[src/rtl/rvvi_depacketizer_pkg.sv]
// Shared RVVI trace-link constants: record/frame sizing, header offsets and
// the default link addressing used by both the packetizer and depacketizer.
package rvvi_depacketizer_pkg;

    localparam int XLEN = 64;

    // Frame header layout (bit offsets into the reassembled frame)
    localparam int SRC_OFF     = 0;
    localparam int DST_OFF     = 48;
    localparam int ETYPE_OFF   = 96;
    localparam int PAYLOAD_OFF = 112;

    // Default link addressing
    localparam logic [47:0] DEFAULT_DST_MAC  = 48'h8F54_0000_1654;
    localparam logic [15:0] DEFAULT_ETH_TYPE = 16'h005c;

    // Beat counter: 10 bits, saturating
    localparam int          WCNT_W   = 10;
    localparam logic [9:0]  WCNT_MAX = 10'd1023;

    // Receive FSM encoding
    localparam logic STATE_RECV = 1'b0;
    localparam logic STATE_HOLD = 1'b1;

    // Width of the compressed RVVI record for a given number of CSR slots
    function automatic int rvviWidth(input int csrs);
        return 72 + 5 * XLEN + csrs * (XLEN + 16);
    endfunction

    // Number of 32-bit beats needed to carry header plus record
    function automatic int rvviFrameWords(input int recordWidth);
        return (PAYLOAD_OFF + recordWidth + 31) / 32;
    endfunction

endpackage

[src/rtl/rvvi_frame_buffer.sv]
// Indexed word store for one frame. Exposes the frame as it will stand after
// the current write so that the last beat can be checked and captured in the
// same cycle it arrives.
module rvvi_frame_buffer #(
    parameter int FRAME_WORDS = 24,
    parameter int IDX_W       = 5
) (
    input  logic                     clk,
    input  logic                     reset,
    input  logic                     we,
    input  logic [IDX_W-1:0]         wrIdx,
    input  logic [31:0]              wrData,
    output logic [FRAME_WORDS*32-1:0] frameNext
);

    logic [FRAME_WORDS*32-1:0] frameR;

    // Merge the incoming word into its slot of the stored frame
    always_comb begin
        frameNext = frameR;
        for (int i = 0; i < FRAME_WORDS; i++) begin
            if (we && (wrIdx == IDX_W'(i))) begin
                frameNext[i*32 +: 32] = wrData;
            end else begin
                frameNext[i*32 +: 32] = frameR[i*32 +: 32];
            end
        end
    end

    // Frame storage; contents are discarded on reset
    always_ff @(posedge clk) begin
        if (reset) begin
            frameR <= '0;
        end else begin
            frameR <= frameNext;
        end
    end

endmodule

[src/rtl/rvvi_depacketizer.sv]
// Receive side of the RVVI trace link: reassembles 32-bit beats into a frame,
// validates length, strobes and header, and hands the recovered record to a
// consumer over valid/ready. Dropped frames never disturb the presented record.
module rvvi_depacketizer
    import rvvi_depacketizer_pkg::*;
#(
    parameter int          MAX_CSRS = 3,
    parameter logic [47:0] DST_MAC  = DEFAULT_DST_MAC,
    parameter logic [15:0] ETH_TYPE = DEFAULT_ETH_TYPE
) (
    input  logic                             m_axi_aclk,
    input  logic                             reset,
    input  logic [31:0]                      RvviAxiRdata,
    input  logic [3:0]                       RvviAxiRstrb,
    input  logic                             RvviAxiRlast,
    input  logic                             RvviAxiRvalid,
    output logic                             RvviAxiRready,
    output logic [rvviWidth(MAX_CSRS)-1:0]   rvvi,
    output logic                             RvviValid,
    input  logic                             RvviReady,
    output logic                             FrameErr,
    output logic [31:0]                      FrameCount,
    output logic [31:0]                      DropCount
);

    localparam int RVVI_W      = rvviWidth(MAX_CSRS);
    localparam int FRAME_WORDS = rvviFrameWords(RVVI_W);
    localparam int FRAME_BITS  = FRAME_WORDS * 32;
    localparam int IDX_W       = $clog2(FRAME_WORDS);

    logic                  state;
    logic [WCNT_W-1:0]     wordCount;
    logic                  stickyErr;
    logic                  beat;
    logic                  we;
    logic                  stickyNext;
    logic                  lastBeat;
    logic                  goodFrame;
    logic                  badFrame;
    logic [FRAME_BITS-1:0] frameNext;
    logic                  unusedBits;

    // Beats are only taken while receiving and out of reset
    assign RvviAxiRready = (state == STATE_RECV) && !reset;
    assign RvviValid     = (state == STATE_HOLD);
    assign beat          = RvviAxiRvalid && RvviAxiRready;
    assign we            = beat && (wordCount < WCNT_W'(FRAME_WORDS));
    // Source MAC and pad bits are carried but not inspected
    assign unusedBits    = ^frameNext;

    rvvi_frame_buffer #(
        .FRAME_WORDS (FRAME_WORDS),
        .IDX_W       (IDX_W)
    ) u_buffer (
        .clk       (m_axi_aclk),
        .reset     (reset),
        .we        (we),
        .wrIdx     (wordCount[IDX_W-1:0]),
        .wrData    (RvviAxiRdata),
        .frameNext (frameNext)
    );

    // Frame verdict on the last beat, using the header after this beat's write
    always_comb begin
        stickyNext = stickyErr;
        lastBeat   = 1'b0;
        goodFrame  = 1'b0;
        badFrame   = 1'b0;
        if (beat) begin
            stickyNext = stickyErr || (RvviAxiRstrb != 4'hF);
            lastBeat   = RvviAxiRlast;
        end else begin
            stickyNext = stickyErr;
        end
        if (lastBeat) begin
            goodFrame = (wordCount == WCNT_W'(FRAME_WORDS - 1)) &&
                        !stickyNext &&
                        (frameNext[DST_OFF +: 48] == DST_MAC) &&
                        (frameNext[ETYPE_OFF +: 16] == ETH_TYPE);
            badFrame  = !goodFrame;
        end else begin
            goodFrame = 1'b0;
            badFrame  = 1'b0;
        end
    end

    // Receive/hold state machine
    always_ff @(posedge m_axi_aclk) begin
        if (reset) begin
            state <= STATE_RECV;
        end else begin
            case (state)
                STATE_RECV: if (goodFrame) state <= STATE_HOLD;
                STATE_HOLD: if (RvviReady) state <= STATE_RECV;
                default:    state <= STATE_RECV;
            endcase
        end
    end

    // Saturating beat counter and sticky strobe error, both cleared at frame end
    always_ff @(posedge m_axi_aclk) begin
        if (reset) begin
            wordCount <= '0;
            stickyErr <= 1'b0;
        end else if (beat) begin
            if (RvviAxiRlast) begin
                wordCount <= '0;
                stickyErr <= 1'b0;
            end else begin
                wordCount <= (wordCount != WCNT_MAX) ? wordCount + 10'd1 : wordCount;
                stickyErr <= stickyNext;
            end
        end
    end

    // Presented record only changes when a good frame is accepted
    always_ff @(posedge m_axi_aclk) begin
        if (reset) begin
            rvvi <= '0;
        end else if (goodFrame) begin
            rvvi <= frameNext[PAYLOAD_OFF +: RVVI_W];
        end
    end

    // Drop pulse and wrapping good/drop counters
    always_ff @(posedge m_axi_aclk) begin
        if (reset) begin
            FrameErr   <= 1'b0;
            FrameCount <= 32'd0;
            DropCount  <= 32'd0;
        end else begin
            FrameErr <= badFrame;
            if (goodFrame) FrameCount <= FrameCount + 32'd1;
            if (badFrame)  DropCount  <= DropCount + 32'd1;
        end
    end

endmodule
[config.mk]
export PLATFORM = sky130hd
export DESIGN_NAME = rvvi_depacketizer
export DESIGN_NICKNAME = d
export VERILOG_FILES = /design/src/rtl/rvvi_depacketizer_pkg.sv /design/src/rtl/rvvi_frame_buffer.sv /design/src/rtl/rvvi_depacketizer.sv
export SDC_FILE = /design/constraint.sdc
export NUM_CORES = 2
export LEC_CHECK = 0
export BUFFER_PORTS_ARGS = -buffer_cell sky130_fd_sc_hd__buf_4
export CAP_MARGIN = 20
export CORE_MARGIN = 2
export CORE_UTILIZATION = 51
export DETAILED_ROUTE_END_ITERATION = 8
export GPL_TIMING_DRIVEN = 0
export MAX_ROUTING_LAYER = met4
export PLACE_DENSITY = 0.71
export SYNTH_ARGS = -nofsm -noshare
export SYNTH_HDL_FRONTEND = slang
export SYNTH_SLANG_ARGS = --single-unit
[constraint.sdc]
create_clock -name m_axi_aclk -period 3.48 [get_ports m_axi_aclk]
set_clock_uncertainty 0.05 [all_clocks]
set_input_delay 0.348 -clock m_axi_aclk [delete_from_list [all_inputs] [get_ports m_axi_aclk]]
set_output_delay 0.348 -clock m_axi_aclk [all_outputs]
set_load 0.005 [all_outputs]
==> impl_results.md <==
* Die ar. at 0.101 mm2
* Synth Register Bits at 1405
* Arrival time worst endpoint at 4.26 ns
* Sink Count at 1405
* Syn_nets at 6435
* Drt total wl at 198000 um
* Clock slew at reported path FFs at 0.06 ns
* Fin Setup TNS at -25.63 ns
* Fill count at 7821
* Detail Route Antenna Nets at 0
* Worst Slack Setup Final at -0.136 ns
* Switching Share at 0.221
* PwrDens at 499 mW/mm2
* Largest net degree at the start of global routing at 17
* Worst Tran Pin Value at 1.31 ns
* Crit path cell chain: nor4b_4, buf_4, nand4_4, mux2_4, nand4b_1, or4_4, nor3_4, buf_6, buf_12, buf_12, buf_12, buf_8, nand2_1, nand2_1
* I/O pin cnt at 740
* Sw Pwr at 0.00738 W
* Part of the power in registers at 0.481
* Critical Path End Type: flip-flop
* Worst Setup Start Kind: flip-flop
* Seq/Total Area, Yosys at 0.563
* Total CTS buffers at 143
* Internal power at 0.0261 W
* CP max stage delay at 0.61 ns
* Clock latency reported for the late side of the worst-skew pair at 0.76 ns
* Final Max Tran Viols at 0
* Max Clk Rate at 277 MHz
* Gpl congestion at 0.941
* Buf/Inv on CP at 6
* Combinational fraction of design power at 0.032
* DIE HEIGHT at 317 um
* Slew HR at 0.129
* Placed instance area at 0.0580 mm2
* Synthesized area at 0.0500 mm2
* Initial antenna violation count at 6
* Mean Syn Cell Area at 7.82 um2
* Synth Flop Type: dfxtp_1
* Share of layout cells above drive strength 1 at 0.198
* Status: finished with violations
* Max VDD drop at 460 uV
* Fin crit period at 3.62 ns
* Placeable Area at 0.0969 mm2
* Yosys warns at 0
* GRT Resource Usage Total at 0.380
* Cell mode on critical path: buf_12
* Initial DRC count at 5276
* Initial Util at 0.516
* Final std cells w/o fill at 8861
* Total iterations of the first detailed-routing run at 6
* # H-tree levels at 4
* Clk pwr share at 0.487
* Final setup vio count at 492
* Power Total at 0.0334 W
* Total gr overflow at 0
* Top Family by Delay on Critical Path: simple AND/OR/NAND/NOR gates
* DP HPWL at 140000 um
* # port buffers at 738
* FF/Latch Area at 0.0281 mm2
* Global-route wire length before repair at 277000 um
* Final Instance Area at 0.0670 mm2
* Final Net Count at 7515
* Via count at 49377
* Clock tree buffer depth at 3
* Failing checks: negative setup slack
* Final Hold Vio Count at 0
* Post-Place Setup Slack at -1.68 ns
* DR WL/cell at 22.4 um
* Fraction of registers with async set/reset at 0
* Worst Path Max Fanout at 10
* P&R area growth vs syn at 34.1%
* # DRC at 0
* Post-synth EDFFs at 0
* CTS tree: done
* Max Cap Viol at 0
* Max stage delay cell, worst path: or4_4
* Multi-input gate area in the final layout at 0.0207 mm2
* HP Class: in2reg
* Root Driver: clkbuf_16
* Routed vias/inst at 5.57
* Row Count at 114
* Leak pwr at 29.0 nW
* Cell Count Post-Placement at 8449
* Synth unique cells at 59
* Post-Synthesis Cells at 6387
* Die Span X at 317 um
* Critical Path RT at 4.12 ns
* Setup Crit Path Kind: reg2reg
* Vias in the first global route at 44360
* Tcrit/Tclk final at 1.04
* Unrepaired setup endpoints after global routing: true
## worst reg2reg max path, delay by kind of cell, from the launching register on
| family | cells | cell delay, ns |
|---|---|---|
| and+or+nand+nor | 7 | 1.85 |
| buffers and inverters | 6 | 0.95 |
| DFF | 1 | 0.35 |
| muxes | 1 | 0.37 |
## power by group through the flow
stage	sequential [W]	combinational [W]	clock [W]
global route	0.0161	0.00108	0.0169
CTS	0.0161	0.00102	0.0163
detailed placement	0.0164	0.000974	0
finish	0.0161	0.00108	0.0163
floorplan	0.0164	0.000353	0
global placement	0.0164	0.000875	0
## Yosys cell counts (5+ instances only)
| cell type | number | area share |
|---|---|---|
| a211oi_1 | 6 | 0.00090 |
| inv_1 | 18 | 0.0014 |
| nor4b_1 | 8 | 0.0014 |
| and4_1 | 8 | 0.0014 |
| nand3_1 | 641 | 0.064 |
| buf_1 | 66 | 0.0050 |
| nor4_1 | 14 | 0.0018 |
| nor3b_1 | 5 | 0.00075 |
| nand2b_1 | 8 | 0.0010 |
| mux2i_1 | 19 | 0.0038 |
| nand4_1 | 23 | 0.0029 |
| xnor2_1 | 18 | 0.0032 |
| a21oi_1 | 734 | 0.074 |
| and2_0 | 12 | 0.0015 |
| a21o_1 | 32 | 0.0048 |
| and3_1 | 44 | 0.0055 |
| nor3_1 | 17 | 0.0017 |
| nand3b_1 | 6 | 0.00090 |
| buf_2 | 21 | 0.0021 |
| a2111oi_0 | 9 | 0.0016 |
| o21a_1 | 7 | 0.0011 |
| o31ai_1 | 7 | 0.0011 |
| or4_1 | 11 | 0.0017 |
| clkbuf_1 | 440 | 0.033 |
| dfxtp_1 | 1405 | 0.56 |
| ha_1 | 7 | 0.0018 |
| or3_1 | 15 | 0.0019 |
| a31o_2 | 5 | 0.00088 |
| mux2_2 | 5 | 0.0011 |
| o21ai_0 | 15 | 0.0015 |
| xor2_1 | 5 | 0.00088 |
| nand2_1 | 2655 | 0.20 |
| nor2_1 | 45 | 0.0034 |
| and2_1 | 12 | 0.0015 |
## what timing repair did
action                     CTS  global route
cloned                       4            37
pin swaps                   21           116
setup endpoints to repair  779           715
hold buffers                34             0
buffers inserted            46            31
resized for setup          271           525
hold endpoints to repair    63             0
## flip-flops by register name, summed over array words and instances (netlist names)
signal and count:
DropCount 32, FrameCount 32, FrameErr 1, RvviValid 1, rvvi 632, stickyErr 1
u_buffer.frameR 696, wordCount 10
## routing by layer
layer	track usage	routed length [um]
met5	-	0
met4	0.191	11100
met3	0.0944	21900
met2	0.587	90300
met1	0.462	74800
## layout make-up
class | instances | area share
well taps | 1276 | 0.0238
clock inverters | 45 | 0.0100
clock buffers | 212 | 0.0642
plain buffers | 525 | 0.0464
flip-flops and latches | 1405 | 0.420
multi-input cells | 4436 | 0.309
inverters | 18 | 0.00101
diodes | 6 | 0.000224
repair buffers | 938 | 0.126
## worst paths after layout
kind,from,endpoint,slack [ns],depth (start not counted)
min reg2reg,u_buffer.frameR[97],u_buffer.frameR[97],0.40,2
max,wordCount[9],rvvi[258],-0.14,14
max reg2reg,wordCount[9],rvvi[258],-0.14,14
min,RvviAxiRstrb[0],stickyErr,0.02,4
## cell usage in the layout (no fill, tap or decap), types with 44 or more instances in the layout
master,count
a21oi_1,734
and3_1,44
buf_1,65
buf_4,807
buf_8,74
clkbuf_1,337
clkbuf_16,187
dfxtp_1,1398
nand2_1,2522
nand2_2,85
nand2_4,48
nand3_1,623
nor2_1,45
## stage by stage
stage                      util  hold slack (ns)
after floorplan               -            0.377
after global placement    0.590            0.383
after detailed placement  0.599            0.391
after CTS                 0.666           0.0102
after global routing      0.692           0.0404
final                     0.692           0.0209
## logic make-up after synthesis
group,after synthesis,share of synthesized area
AND/OR/NAND/NOR,3547,0.296
flip-flops,1405,0.563
AO/OA/AOI/OAI,833,0.0883
buffers and inverters,546,0.0416
multiplexers,26,0.00538
XOR/XNOR,23,0.00403
adder cells (fa/ha/maj),7,0.00175
Power figures use the tool's default switching activity.
